## src/rtl/pc_fetch_ctrl_if.sv

```systemverilog
// Fetch-control bundle: decode redirects, hazard/SRAM holds and the fetch-side outputs.
// The master side is the pipeline (hazard unit, decode, SRAM); the slave side is pc_fetch_ctrl.
interface pc_fetch_ctrl_if #(
    parameter int PERF_W = 32
);
    logic              stallF;
    logic              stallD;
    logic              inst_busy;
    logic              jumpD;
    logic [31:0]       pc_jumpD;
    logic              branchD;
    logic [31:0]       pc_branchD;
    logic              flush_exc;
    logic [31:0]       pc_exc;
    logic [31:0]       pcF;
    logic              inst_req;
    logic              is_in_delayslotF;
    logic              adelF;
    logic [PERF_W-1:0] perf_redirect_cnt;
    logic [PERF_W-1:0] perf_pend_cnt;
    logic [1:0]        state_dbg;

    modport master (
        output stallF, stallD, inst_busy, jumpD, pc_jumpD, branchD, pc_branchD,
               flush_exc, pc_exc,
        input  pcF, inst_req, is_in_delayslotF, adelF, perf_redirect_cnt,
               perf_pend_cnt, state_dbg
    );

    modport slave (
        input  stallF, stallD, inst_busy, jumpD, pc_jumpD, branchD, pc_branchD,
               flush_exc, pc_exc,
        output pcF, inst_req, is_in_delayslotF, adelF, perf_redirect_cnt,
               perf_pend_cnt, state_dbg
    );
endinterface

```

## src/rtl/pc_fetch_ctrl.sv

```systemverilog
// Fetch-stage PC owner with MIPS delay-slot handling and buffered branch/exception redirects.
// Optional performance counters are built only when PC_FETCH_PERF_EN is defined.
module pc_fetch_ctrl #(
    parameter logic [31:0] RESET_PC = 32'hBFC0_0000,
    parameter int          PERF_W   = 32
) (
    input  logic           clk,
    input  logic           rst,
    pc_fetch_ctrl_if.slave bus
);
    localparam logic [1:0] ST_RUN      = 2'd0;
    localparam logic [1:0] ST_BR_PEND  = 2'd1;
    localparam logic [1:0] ST_EXC_PEND = 2'd2;

    logic [1:0]  state_q, state_n;
    logic [31:0] pc_q, pc_n;
    logic [31:0] pend_q, pend_n;
    logic        rst_q;
    logic        adv;
    logic        cap;
    logic [31:0] tgt;

    // Request/hold handshake: a fetch of pcF is presented whenever inst_req=1; the SRAM holds
    // inst_busy=1 until it has accepted it, and pcF only moves on a cycle with inst_busy=0.
    assign adv = ~bus.stallF & ~bus.inst_busy;
    assign cap = (bus.jumpD | bus.branchD) & ~bus.stallD;
    assign tgt = bus.jumpD ? bus.pc_jumpD : bus.pc_branchD;

    always_comb begin
        state_n = state_q;
        pc_n    = pc_q;
        pend_n  = pend_q;
        case (state_q)
            ST_RUN: begin
                if (bus.flush_exc) begin
                    if (!bus.inst_busy) begin
                        pc_n = bus.pc_exc;
                    end else begin
                        pend_n  = bus.pc_exc;
                        state_n = ST_EXC_PEND;
                    end
                end else if (cap) begin
                    // Delay slot retires this cycle when adv, so the target goes straight in.
                    if (adv) begin
                        pc_n = tgt;
                    end else begin
                        pend_n  = tgt;
                        state_n = ST_BR_PEND;
                    end
                end else if (adv) begin
                    pc_n = pc_q + 32'd4;
                end
            end
            ST_BR_PEND: begin
                if (bus.flush_exc) begin
                    if (!bus.inst_busy) begin
                        pc_n    = bus.pc_exc;
                        state_n = ST_RUN;
                    end else begin
                        pend_n  = bus.pc_exc;
                        state_n = ST_EXC_PEND;
                    end
                end else if (adv) begin
                    pc_n    = pend_q;
                    state_n = ST_RUN;
                end
            end
            ST_EXC_PEND: begin
                // Only the SRAM matters here: the in-flight fetch must drain before redirecting.
                if (bus.flush_exc) begin
                    if (!bus.inst_busy) begin
                        pc_n    = bus.pc_exc;
                        state_n = ST_RUN;
                    end else begin
                        pend_n = bus.pc_exc;
                    end
                end else if (!bus.inst_busy) begin
                    pc_n    = pend_q;
                    state_n = ST_RUN;
                end
            end
            default: begin
                state_n = ST_RUN;
            end
        endcase
    end

    always_ff @(posedge clk) begin
        rst_q <= rst;
        if (rst) begin
            state_q <= ST_RUN;
            pc_q    <= RESET_PC;
            pend_q  <= 32'd0;
        end else begin
            state_q <= state_n;
            pc_q    <= pc_n;
            pend_q  <= pend_n;
        end
    end

    assign bus.pcF              = pc_q;
    assign bus.adelF            = |pc_q[1:0];
    assign bus.inst_req         = ~rst_q & ~(|pc_q[1:0]) & (state_q != ST_EXC_PEND);
    assign bus.is_in_delayslotF = ~bus.flush_exc &
                                  (((state_q == ST_RUN) & cap) | (state_q == ST_BR_PEND));
    assign bus.state_dbg        = state_q;

`ifdef PC_FETCH_PERF_EN
    logic [PERF_W-1:0] redirect_cnt_q;
    logic [PERF_W-1:0] pend_cnt_q;
    logic              redirect_load;

    // Loads of pcF from a decode target or from pend_pc; direct pc_exc loads are not counted.
    assign redirect_load = ~bus.flush_exc &
                           (((state_q == ST_RUN) & cap & adv) |
                            ((state_q == ST_BR_PEND) & adv) |
                            ((state_q == ST_EXC_PEND) & ~bus.inst_busy));

    always_ff @(posedge clk) begin
        if (rst) begin
            redirect_cnt_q <= '0;
            pend_cnt_q     <= '0;
        end else begin
            if (redirect_load) begin
                redirect_cnt_q <= redirect_cnt_q + 1'b1;
            end
            if (state_q == ST_BR_PEND) begin
                pend_cnt_q <= pend_cnt_q + 1'b1;
            end
        end
    end

    assign bus.perf_redirect_cnt = redirect_cnt_q;
    assign bus.perf_pend_cnt     = pend_cnt_q;
`else
    assign bus.perf_redirect_cnt = {PERF_W{1'b0}};
    assign bus.perf_pend_cnt     = {PERF_W{1'b0}};
`endif

    // Decode must never present a jump and a taken branch together.
    a_no_dual_redirect: assert property (@(posedge clk) disable iff (rst)
        !(bus.jumpD && bus.branchD));

endmodule

```

## src/flat_wrapper.sv

```systemverilog
// flat-port wrapper written by rule: the top's interface ports become plain ports
module pc_fetch_ctrl_flat 
#(
    parameter logic [31:0] RESET_PC = 32'hBFC0_0000,
    parameter int          PERF_W   = 32
)
  (clk, rst, bus_stallF, bus_stallD, bus_inst_busy, bus_jumpD, bus_pc_jumpD, bus_branchD, bus_pc_branchD, bus_flush_exc, bus_pc_exc, bus_pcF, bus_inst_req, bus_is_in_delayslotF, bus_adelF, bus_perf_redirect_cnt, bus_perf_pend_cnt, bus_state_dbg);
  pc_fetch_ctrl_if #(.PERF_W(PERF_W)) bus_i ();
  input  logic clk;
  input  logic rst;
  input wire logic [$bits(bus_i.stallF)-1:0] bus_stallF;
  input wire logic [$bits(bus_i.stallD)-1:0] bus_stallD;
  input wire logic [$bits(bus_i.inst_busy)-1:0] bus_inst_busy;
  input wire logic [$bits(bus_i.jumpD)-1:0] bus_jumpD;
  input wire logic [$bits(bus_i.pc_jumpD)-1:0] bus_pc_jumpD;
  input wire logic [$bits(bus_i.branchD)-1:0] bus_branchD;
  input wire logic [$bits(bus_i.pc_branchD)-1:0] bus_pc_branchD;
  input wire logic [$bits(bus_i.flush_exc)-1:0] bus_flush_exc;
  input wire logic [$bits(bus_i.pc_exc)-1:0] bus_pc_exc;
  output wire logic [$bits(bus_i.pcF)-1:0] bus_pcF;
  output wire logic [$bits(bus_i.inst_req)-1:0] bus_inst_req;
  output wire logic [$bits(bus_i.is_in_delayslotF)-1:0] bus_is_in_delayslotF;
  output wire logic [$bits(bus_i.adelF)-1:0] bus_adelF;
  output wire logic [$bits(bus_i.perf_redirect_cnt)-1:0] bus_perf_redirect_cnt;
  output wire logic [$bits(bus_i.perf_pend_cnt)-1:0] bus_perf_pend_cnt;
  output wire logic [$bits(bus_i.state_dbg)-1:0] bus_state_dbg;
  assign bus_i.stallF = bus_stallF;
  assign bus_i.stallD = bus_stallD;
  assign bus_i.inst_busy = bus_inst_busy;
  assign bus_i.jumpD = bus_jumpD;
  assign bus_i.pc_jumpD = bus_pc_jumpD;
  assign bus_i.branchD = bus_branchD;
  assign bus_i.pc_branchD = bus_pc_branchD;
  assign bus_i.flush_exc = bus_flush_exc;
  assign bus_i.pc_exc = bus_pc_exc;
  assign bus_pcF = bus_i.pcF;
  assign bus_inst_req = bus_i.inst_req;
  assign bus_is_in_delayslotF = bus_i.is_in_delayslotF;
  assign bus_adelF = bus_i.adelF;
  assign bus_perf_redirect_cnt = bus_i.perf_redirect_cnt;
  assign bus_perf_pend_cnt = bus_i.perf_pend_cnt;
  assign bus_state_dbg = bus_i.state_dbg;
  pc_fetch_ctrl #(.RESET_PC(RESET_PC), .PERF_W(PERF_W)) u_core (.clk(clk), .rst(rst), .bus(bus_i));
endmodule
```

## config.mk

```make
export PLATFORM = sky130hd
export DESIGN_NAME = pc_fetch_ctrl_flat
export DESIGN_NICKNAME = d
export VERILOG_FILES = /design/src/rtl/pc_fetch_ctrl_if.sv /design/src/rtl/pc_fetch_ctrl.sv /design/src/flat_wrapper.sv
export SDC_FILE = /design/constraint.sdc
export NUM_CORES = 1
export LEC_CHECK = 0
export ABC_AREA = 1
export ABC_CLOCK_PERIOD_IN_PS = 3700
export CAP_MARGIN = 40
export CORE_MARGIN = 2
export CORE_UTILIZATION = 40
export DETAILED_ROUTE_END_ITERATION = 6
export GPL_TIMING_DRIVEN = 0
export PLACE_DENSITY = 0.74
export SLEW_MARGIN = 25
export SYNTH_ARGS = -nofsm -noshare
export SYNTH_HDL_FRONTEND = slang
export SYNTH_SLANG_ARGS = --single-unit
```

## constraint.sdc

```tcl
create_clock -name clk -period 3.7 [get_ports clk]
set_clock_uncertainty 0.2 [all_clocks]
set_input_delay 0.74 -clock clk [delete_from_list [all_inputs] [get_ports clk]]
set_output_delay 0.74 -clock clk [all_outputs]
set_load 0.005 [all_outputs]
```

# Word-level counts from Yosys, hierarchy flattened
# Cells that the tools add are included.
[totals]
reg_bits = 67
[classes]
n_addsub = 1
n_eq_ne = 11
mux = 26
bitwise = 14
n_reduce_logical = 8
[op_table]
columns = ["op", "count"]
rows = [
  ["$mux W32", 15],
  ["$pmux W32 S3", 1],
  ["$pmux W32 S2", 1],
  ["$add A32 B3 Y32 const B", 1],
  ["$mux W2", 8],
  ["$ne A3 B2 Y1 const B", 3],
  ["$ne A3 B3 Y1 const B", 3],
  ["$reduce_and A4 Y1", 2],
  ["$and A1 B1 Y1", 6],
  ["$not A1 Y1", 6],
  ["$pmux W2 S3", 1],
  ["$reduce_and A5 Y1", 1],
  ["$ne A2 B2 Y1 const B", 2],
  ["$reduce_or A2 Y1", 2],
  ["$reduce_bool A3 Y1", 1],
  ["$eq A2 B1 Y1 const B", 1],
  ["$eq A2 B2 Y1 const B", 1],
  ["$logic_not A2 Y1", 1],
  ["$ne A2 B1 Y1 const B", 1],
  ["$or A1 B1 Y1", 2],
  ["$reduce_bool A2 Y1", 1],
]

# Longest topological paths before layout
# Gate-level depths: netlist of the first run.
[depth]
word_depth = 6
mapped_depth = 12

# Worst setup path before layout of the first run
# No wires, ideal clock.
[synth_path]
path_type = "in2out"
startpoint = "in bus_jumpD"
endpoint = "out bus_is_in_delayslotF"
arrival_ns = 1.555
required_time_ns = 2.760
setup_slack_ns = 1.205
stages = 4
n_path_buf = 2
path_cell_list = "buf_2 > o21bai_2 > clkbuf_1 > o21ai_0"
[synth_between]
elab_chain_cells = 5
[synth_lines]
columns = ["item", "line_no", "rtl"]
rows = [
  ["start, declared", "flat_wrapper.sv:14", "input wire logic [$bits(bus_i.jumpD)-1:0] bus_jumpD;"],
  ["$or A1 B1 Y1", "pc_fetch_ctrl.sv:26", "assign cap = (bus.jumpD | bus.branchD) & ~bus.stallD;"],
  ["$and A1 B1 Y1", "pc_fetch_ctrl.sv:26", ""],
  ["$and A1 B1 Y1", "pc_fetch_ctrl.sv:105", "(((state_q == ST_RUN) & cap) | (state_q == ST_BR_PEND));"],
  ["$or A1 B1 Y1", "pc_fetch_ctrl.sv:105", ""],
  ["$and A1 B1 Y1", "pc_fetch_ctrl.sv:104", "assign bus.is_in_delayslotF = ~bus.flush_exc &"],
  ["end, declared", "flat_wrapper.sv:22", "output wire logic [$bits(bus_i.is_in_delayslotF)-1:0] bus_is_in_delayslotF;"],
]
# Every way passes these cells.

# Worst setup path in the final report of the first run
[layout_path]
startpoint = "in bus_branchD"
endpoint = "out bus_is_in_delayslotF"
[layout_between]
elab_chain_cells = 5
[layout_lines]
columns = ["item", "line_no", "rtl"]
rows = [
  ["start, declared", "flat_wrapper.sv:16", "input wire logic [$bits(bus_i.branchD)-1:0] bus_branchD;"],
  ["$or A1 B1 Y1", "pc_fetch_ctrl.sv:26", ""],
  ["$and A1 B1 Y1", "pc_fetch_ctrl.sv:26", ""],
  ["$and A1 B1 Y1", "pc_fetch_ctrl.sv:105", ""],
  ["$or A1 B1 Y1", "pc_fetch_ctrl.sv:105", ""],
  ["$and A1 B1 Y1", "pc_fetch_ctrl.sv:104", ""],
]
# Every way passes these cells.

==> impl_metrics.yaml, run 1 <==
run_status:
  status: "complete, but fails checks"
  violations: "design-rule violations"
setup_path:
  r2r-end: "u_core.bus.pcF[10]$_SDFFE_PP0P_"
  cp-end-kind: "output pin"
  reg2reg_depth: 9
  critPathLaunchType: "input port"
  path_class: "in -> out"
  crit_arrival_ns: 2.64
  path_max_fanout: 10
  r2r_slack_ns: 1.05
  reg2reg_from: "u_core.bus.state_dbg[0]$_SDFFE_PP0P_"
  worstPathRequired_ns: 2.76
yosys:
  netlist_instances: 904
  synth_edf_count: 0
  synth.avg_cell_area_sq_um: 6.05
  ys_seq_elements: 67
  yosys_warnings: 0
  synthesis.area_sq_um: 5470
  ys_async_sr_fraction: 0
  seq_area_frac_synth: 0.245
  yosys_most_used_dff: "dfxtp_1"
  synth_cell_types: 41
min_path:
  min_path_cells: 2
  holdPathEnd: "u_core.pend_q[1]$_SDFFE_PP0P_"
  hp-start: "u_core.pend_q[1]$_SDFFE_PP0P_"
  hold_class: "reg -> reg"
floorplan:
  row_count: 42
  start_util: 0.411
  die_y_microns: 121
  die_x_microns: 121
  die-area_sq_um: 14600
  core_sq_um: 13300
  ioPinCount: 205
clock_tree:
  h-tree-depth: 3
  clk_latency_ns: 0.34
  cts_root_buf: "clkbuf_16"
  cts_buffer_depth: 2
  clock_sinks: 67
  cts_made_buffers: 9
  path_clk_slew_ns: 0.06
  post_cts_buffers: 0
  cts_tree: "built"
routing:
  vias_per_cell: 5.21
  dr.first_iter.drc_count: 793
  via_count: 6760
  firstDrtPassIters: 7
  wirelength_microns: 21100
  drc: 11
  wl_per_cell_microns: 16.2
  ant_nets: 0
power_and_ir_drop:
  irDropWorstVdd_mv: 0.227
  total_power_uw: 3130
  combPwrFrac: 0.374
  p_per_area_nw_per_um2: 410
  p_sw_frac: 0.365
  power_switching_uw: 1140
  clkPwrFrac: 0.309
  leakage_uw: 0.00355
  seqPwrFrac: 0.317
  internal_power_uw: 1990
layout:
  final_cell_mix: "nand2_1 (295), clkdlybuf4s50_1 (138), inv_1 (74)"
  nets: 1225
  layout_commonest_cell: "nand2_1"
  diodes: 0
  layout-drive-gt1-share: 0.103
  area_delta_synth_final_pct: 39.7
placed_design:
  dpl.hpwl_microns: 16000
  preCtsSetupSlack_ns: -0.0149
  gp_congestion: 0.972
  port_buffers: 138
timing:
  drv_slew: 0
  min_period_ns: 3.58
  relSlewSlack: 0.492
  period_share: 0.967
  worstMarginPinSlew_ns: 0.761
  grt_setup_unrepaired: "no"
  fmax_mhz: 280
  setup_viol: 0
  worst_slack_ns: 0.122
  timing.final.hold_violations: 0
global_routing:
  grt_pass1_vias: 5910
  grt_max_degree: 12
  grt_util_all_layers: 0.279
  overflow: 0
  antenna_found_initial: 0
  grt_first_pass_wirelength_microns: 31700
flow_run:
  maxCapViolations: 0
==> metrics by stage <==
stage,utilization,cell area (sq um),setup TNS [ns],hold WS (ns),std cells
3_3_place_gp,0.550,7310,-0.0167,0.236,1281
4_1_cts,0.574,7640,0,0.248,1297
6_report,0.574,7640,0,0.250,1297
5_1_grt,0.574,7640,0,0.283,1297
3_5_place_dp,0.550,7310,-0.0149,0.240,1281
2_1_floorplan,-,5700,0,0.227,967
==> synth_stat cells (2+ instances only) <==
cell type	instances	area, sq um
nand2_1	295	1110
inv_1	74	278
buf_4	67	503
dfxtp_1	67	1340
a21oi_1	65	325
nor2_1	58	218
nand3_1	56	280
o21ai_0	48	240
clkbuf_1	24	90.1
o211ai_1	24	180
a31oi_1	16	100
buf_2	14	70.1
a221oi_1	11	96.3
o21a_1	9	67.6
o21ai_1	9	45.0
a22oi_1	6	45.0
buf_1	5	18.8
ha_1	5	62.6
nor3_1	5	25.0
a211oi_2	4	50.1
inv_2	4	15.0
nand3b_1	4	30.0
xor2_1	4	35.0
nand4_1	3	18.8
or2_2	3	18.8
and2_1	2	12.5
mux2_2	2	22.5
mux2i_1	2	20.0
nor2_2	2	12.5
nor2_4	2	22.5
o221ai_1	2	17.5
o31ai_1	2	15.0
xnor2_1	2	17.5
==> power by group through the flow <==
stage | sequential [uW] | clock [uW] | combinational, uW
2_1_floorplan | 961 | 0 | 675
3_3_place_gp | 996 | 0 | 1120
3_5_place_dp | 1000 | 0 | 1130
4_1_cts | 985 | 961 | 1140
5_1_grt | 1000 | 1000 | 1270
6_report | 991 | 968 | 1170
==> logic make-up after synthesis <==
family,after synthesis,share of synthesized area
adder cells (fa/ha/maj),5,0.0114
multiplexers,4,0.00778
other,1,0.000686
AO/OA/AOI/OAI,202,0.227
buffers and inverters,189,0.179
AND/OR/NAND/NOR,430,0.319
XOR/XNOR,6,0.00961
flip-flops,67,0.245
==> critical path: stages <==
cell	delay, ns
clkdlybuf4s50_1	0.44
o21bai_2	0.48
clkbuf_2	0.39
o21ai_0	0.12
clkdlybuf4s50_1	0.47
==> sequential cells by signal, summed over array words and instances, names as in the netlist <==
register and flops:
u_core.rst_q 1, u_core.bus.pcF 32, u_core.bus.state_dbg 2, u_core.pend_q 32
==> layer usage <==
metal,wire length (microns),GRT usage,share of wire,vias up
met5,0,0,0,-
met1,8550,0.378,0.41,3005
met4,474,0.0879,0.023,0
met2,9470,0.446,0.45,439
met3,2570,0.0555,0.12,49
li1,-,-,-,3267
==> how the worst max path moves through the flow <==
stage / start / slack, ns / cells past startpoint / end
2_1_floorplan: bus_jumpD / 1.20 / 4 / bus_is_in_delayslotF
3_3_place_gp: bus_branchD / -0.02 / 5 / bus_is_in_delayslotF
3_5_place_dp: bus_branchD / -0.01 / 5 / bus_is_in_delayslotF
4_1_cts: bus_branchD / 0.14 / 5 / bus_is_in_delayslotF
5_1_grt: bus_branchD / 0.06 / 5 / bus_is_in_delayslotF
6_report: bus_branchD / 0.12 / 5 / bus_is_in_delayslotF
==> layout make-up <==
cell class                 instances  area [sq um]
tap                              176           220
clock inverter                     4          72.6
clock buffer                      12           256
timing repair buffer             138          1380
fill                            1309          5660
buffer                           110           683
inverter                          79           297
sequential                        67          1340
multi-input combinational        711          3380
==> timing repair <==
action,4_1_cts,5_1_grt
hold buffers,0,0
resized for setup,1,0
setup endpoints to repair,1,0
No activity file was read; power rests on OpenSTA's default activity.
==> run 2, diff against run 1 <==
Settings changed: PLACE_DENSITY 0.74 to default, PLACE_DENSITY_LB_ADDON from default to 0.05, SKIP_CTS_REPAIR_TIMING from default to 1.
==> run 2 against run 1 <==
The run now ends clean; power down 4.5%; sequential power is 0.7% lower; routed wire length grew 0.29%; sequential share of layout area rose by 0.11 points; sequential cell count stayed put; first-iteration DRC count down 15%; die area stayed put; register-to-register slack got worse by 0.02 ns; combinational power barely moved; critical path type unchanged; critical endpoint unchanged; largest cell class unchanged; highest routed layer unchanged.
==> impl_metrics.yaml, run 2 (synthesis gave the netlist of run 1 again) <==
floorplan:
  ioPinCount: 205
  start_util: 0.411
  row_count: 42
  die_y_microns: 121
  die_x_microns: 121
  die-area_sq_um: 14600
  core_sq_um: 13300
placed_design:
  place_area_sq_um: 7310
  port_buffers: 138
  dpl.hpwl_microns: 16300
  gp_congestion: 0.907
timing:
  relSlewSlack: 0.497
  grt_setup_unrepaired: "no"
  period_share: 0.965
  min_period_ns: 3.57
  fmax_mhz: 280
  setup_viol: 0
  drv_slew: 0
  worstMarginPinSlew_ns: 0.754
  timing.final.hold_violations: 0
power_and_ir_drop:
  internal_power_uw: 1860
  irDropWorstVdd_mv: 0.213
  p_per_area_nw_per_um2: 394
  p_sw_frac: 0.376
  combPwrFrac: 0.390
  leakage_uw: 0.00353
  clkPwrFrac: 0.280
  seqPwrFrac: 0.329
  power_switching_uw: 1120
layout:
  diodes: 0
  fin_area_sq_um: 7590
  final_cell_mix: "nand2_1 (295), clkdlybuf4s50_1 (138), inv_1 (74)"
  area_delta_synth_final_pct: 38.8
  post-route-util: 0.571
  layout-drive-gt1-share: 0.103
  nets: 1225
  layout_commonest_cell: "nand2_1"
routing:
  wirelength_microns: 21100
  vias_per_cell: 5.13
  drc: 0
  firstDrtPassIters: 5
  ant_nets: 0
  dr.first_iter.drc_count: 676
  via_count: 6649
  wl_per_cell_microns: 16.3
setup_path:
  r2r_slack_ns: 1.03
  cp-end-kind: "output pin"
  r2r-end: "u_core.bus.pcF[9]$_SDFFE_PP0P_"
  crit_start: "bus_branchD"
  reg2reg_depth: 9
  cp-endpoint: "bus_is_in_delayslotF"
  critPathLaunchType: "input port"
  worstPathRequired_ns: 2.76
  crit_arrival_ns: 2.63
  reg2reg_from: "u_core.bus.state_dbg[0]$_SDFFE_PP0P_"
  path_max_fanout: 10
  path_class: "in -> out"
flow_run:
  maxCapViolations: 0
global_routing:
  grt_max_degree: 11
  antenna_found_initial: 0
  grt_first_pass_wirelength_microns: 31900
  grt_util_all_layers: 0.287
  overflow: 0
  grt_pass1_vias: 5884
min_path:
  hold_class: "reg -> reg"
clock_tree:
  path_clk_slew_ns: 0.06
  clock_sinks: 67
  cts_root_buf: "clkbuf_16"
  clk_latency_ns: 0.35
  h-tree-depth: 3
  cts_buffer_depth: 2
  cts_tree: "built"
  cts_made_buffers: 9
run_status:
  status: "finished clean"
## run 2: cell types whose count changed in the layout (fill, tap and decap cells not counted), sizes merged
cell / delta
bufinv: -2
clkinv: +1
clkinvlp: -1
clkbuf: +1
## run 2: area by class of cell
type | instances | area (sq um)
Timing Repair Buffer | 138 | 1380
Fill cell | 1388 | 5710
Inverter | 79 | 297
Buffer | 110 | 683
Clock buffer | 13 | 270
Clock inverter | 2 | 10.0
Multi-Input combinational cell | 711 | 3380
Tap cell | 176 | 220
Sequential cell | 67 | 1340
## run 2: how the worst min path moves through the flow
stage,start,endpoint,slack (ns),cells past startpoint
2_1_floorplan,u_core.pend_q[30]$_SDFFE_PP0P_,u_core.pend_q[30]$_SDFFE_PP0P_,0.23,2
3_3_place_gp,u_core.pend_q[16]$_SDFFE_PP0P_,u_core.pend_q[16]$_SDFFE_PP0P_,0.24,2
3_5_place_dp,u_core.pend_q[16]$_SDFFE_PP0P_,u_core.pend_q[16]$_SDFFE_PP0P_,0.25,2
4_1_cts,u_core.pend_q[16]$_SDFFE_PP0P_,u_core.pend_q[16]$_SDFFE_PP0P_,0.25,2
5_1_grt,u_core.pend_q[16]$_SDFFE_PP0P_,u_core.pend_q[16]$_SDFFE_PP0P_,0.26,2
6_report,u_core.pend_q[16]$_SDFFE_PP0P_,u_core.pend_q[16]$_SDFFE_PP0P_,0.26,2
## run 2: metrics by stage
stage | TNS (ns) | std cells | setup slack [ns] | power (uW) | hold slack [ns]
after floorplan | 0 | 967 | 1.20 | 1640 | 0.227
after global placement | -0.0577 | 1281 | -0.0577 | 2130 | 0.239
after detailed placement | -0.0151 | 1281 | -0.0151 | 2130 | 0.246
after CTS | -0.0422 | 1296 | -0.0422 | 2970 | 0.253
after global routing | 0 | 1296 | 0.0288 | 3150 | 0.265
final | 0 | 1296 | 0.128 | 2990 | 0.256
## run 2: power groups by stage
stage,Combinational [uW],Sequential [uW],Clock (uW)
after floorplan,675,961,0
after global placement,1130,994,0
after detailed placement,1140,995,0
after CTS,1140,980,842
after global routing,1280,1000,869
final,1170,984,838
## run 2: critical path, cell delays in order
cell             delay (ns)
clkdlybuf4s50_1        0.44
o21bai_2               0.47
clkbuf_2               0.38
o21ai_0                0.14
clkdlybuf4s50_1        0.47
## run 2: layer usage
layer  wire length [microns]  vias to the layer above  track usage
met1                    8670                     2913        0.385
met4                     805                        0        0.139
met3                    2480                       59       0.0620
met5                       0                        -            0
li1                        -                     3270            -
met2                    9170                      407        0.435
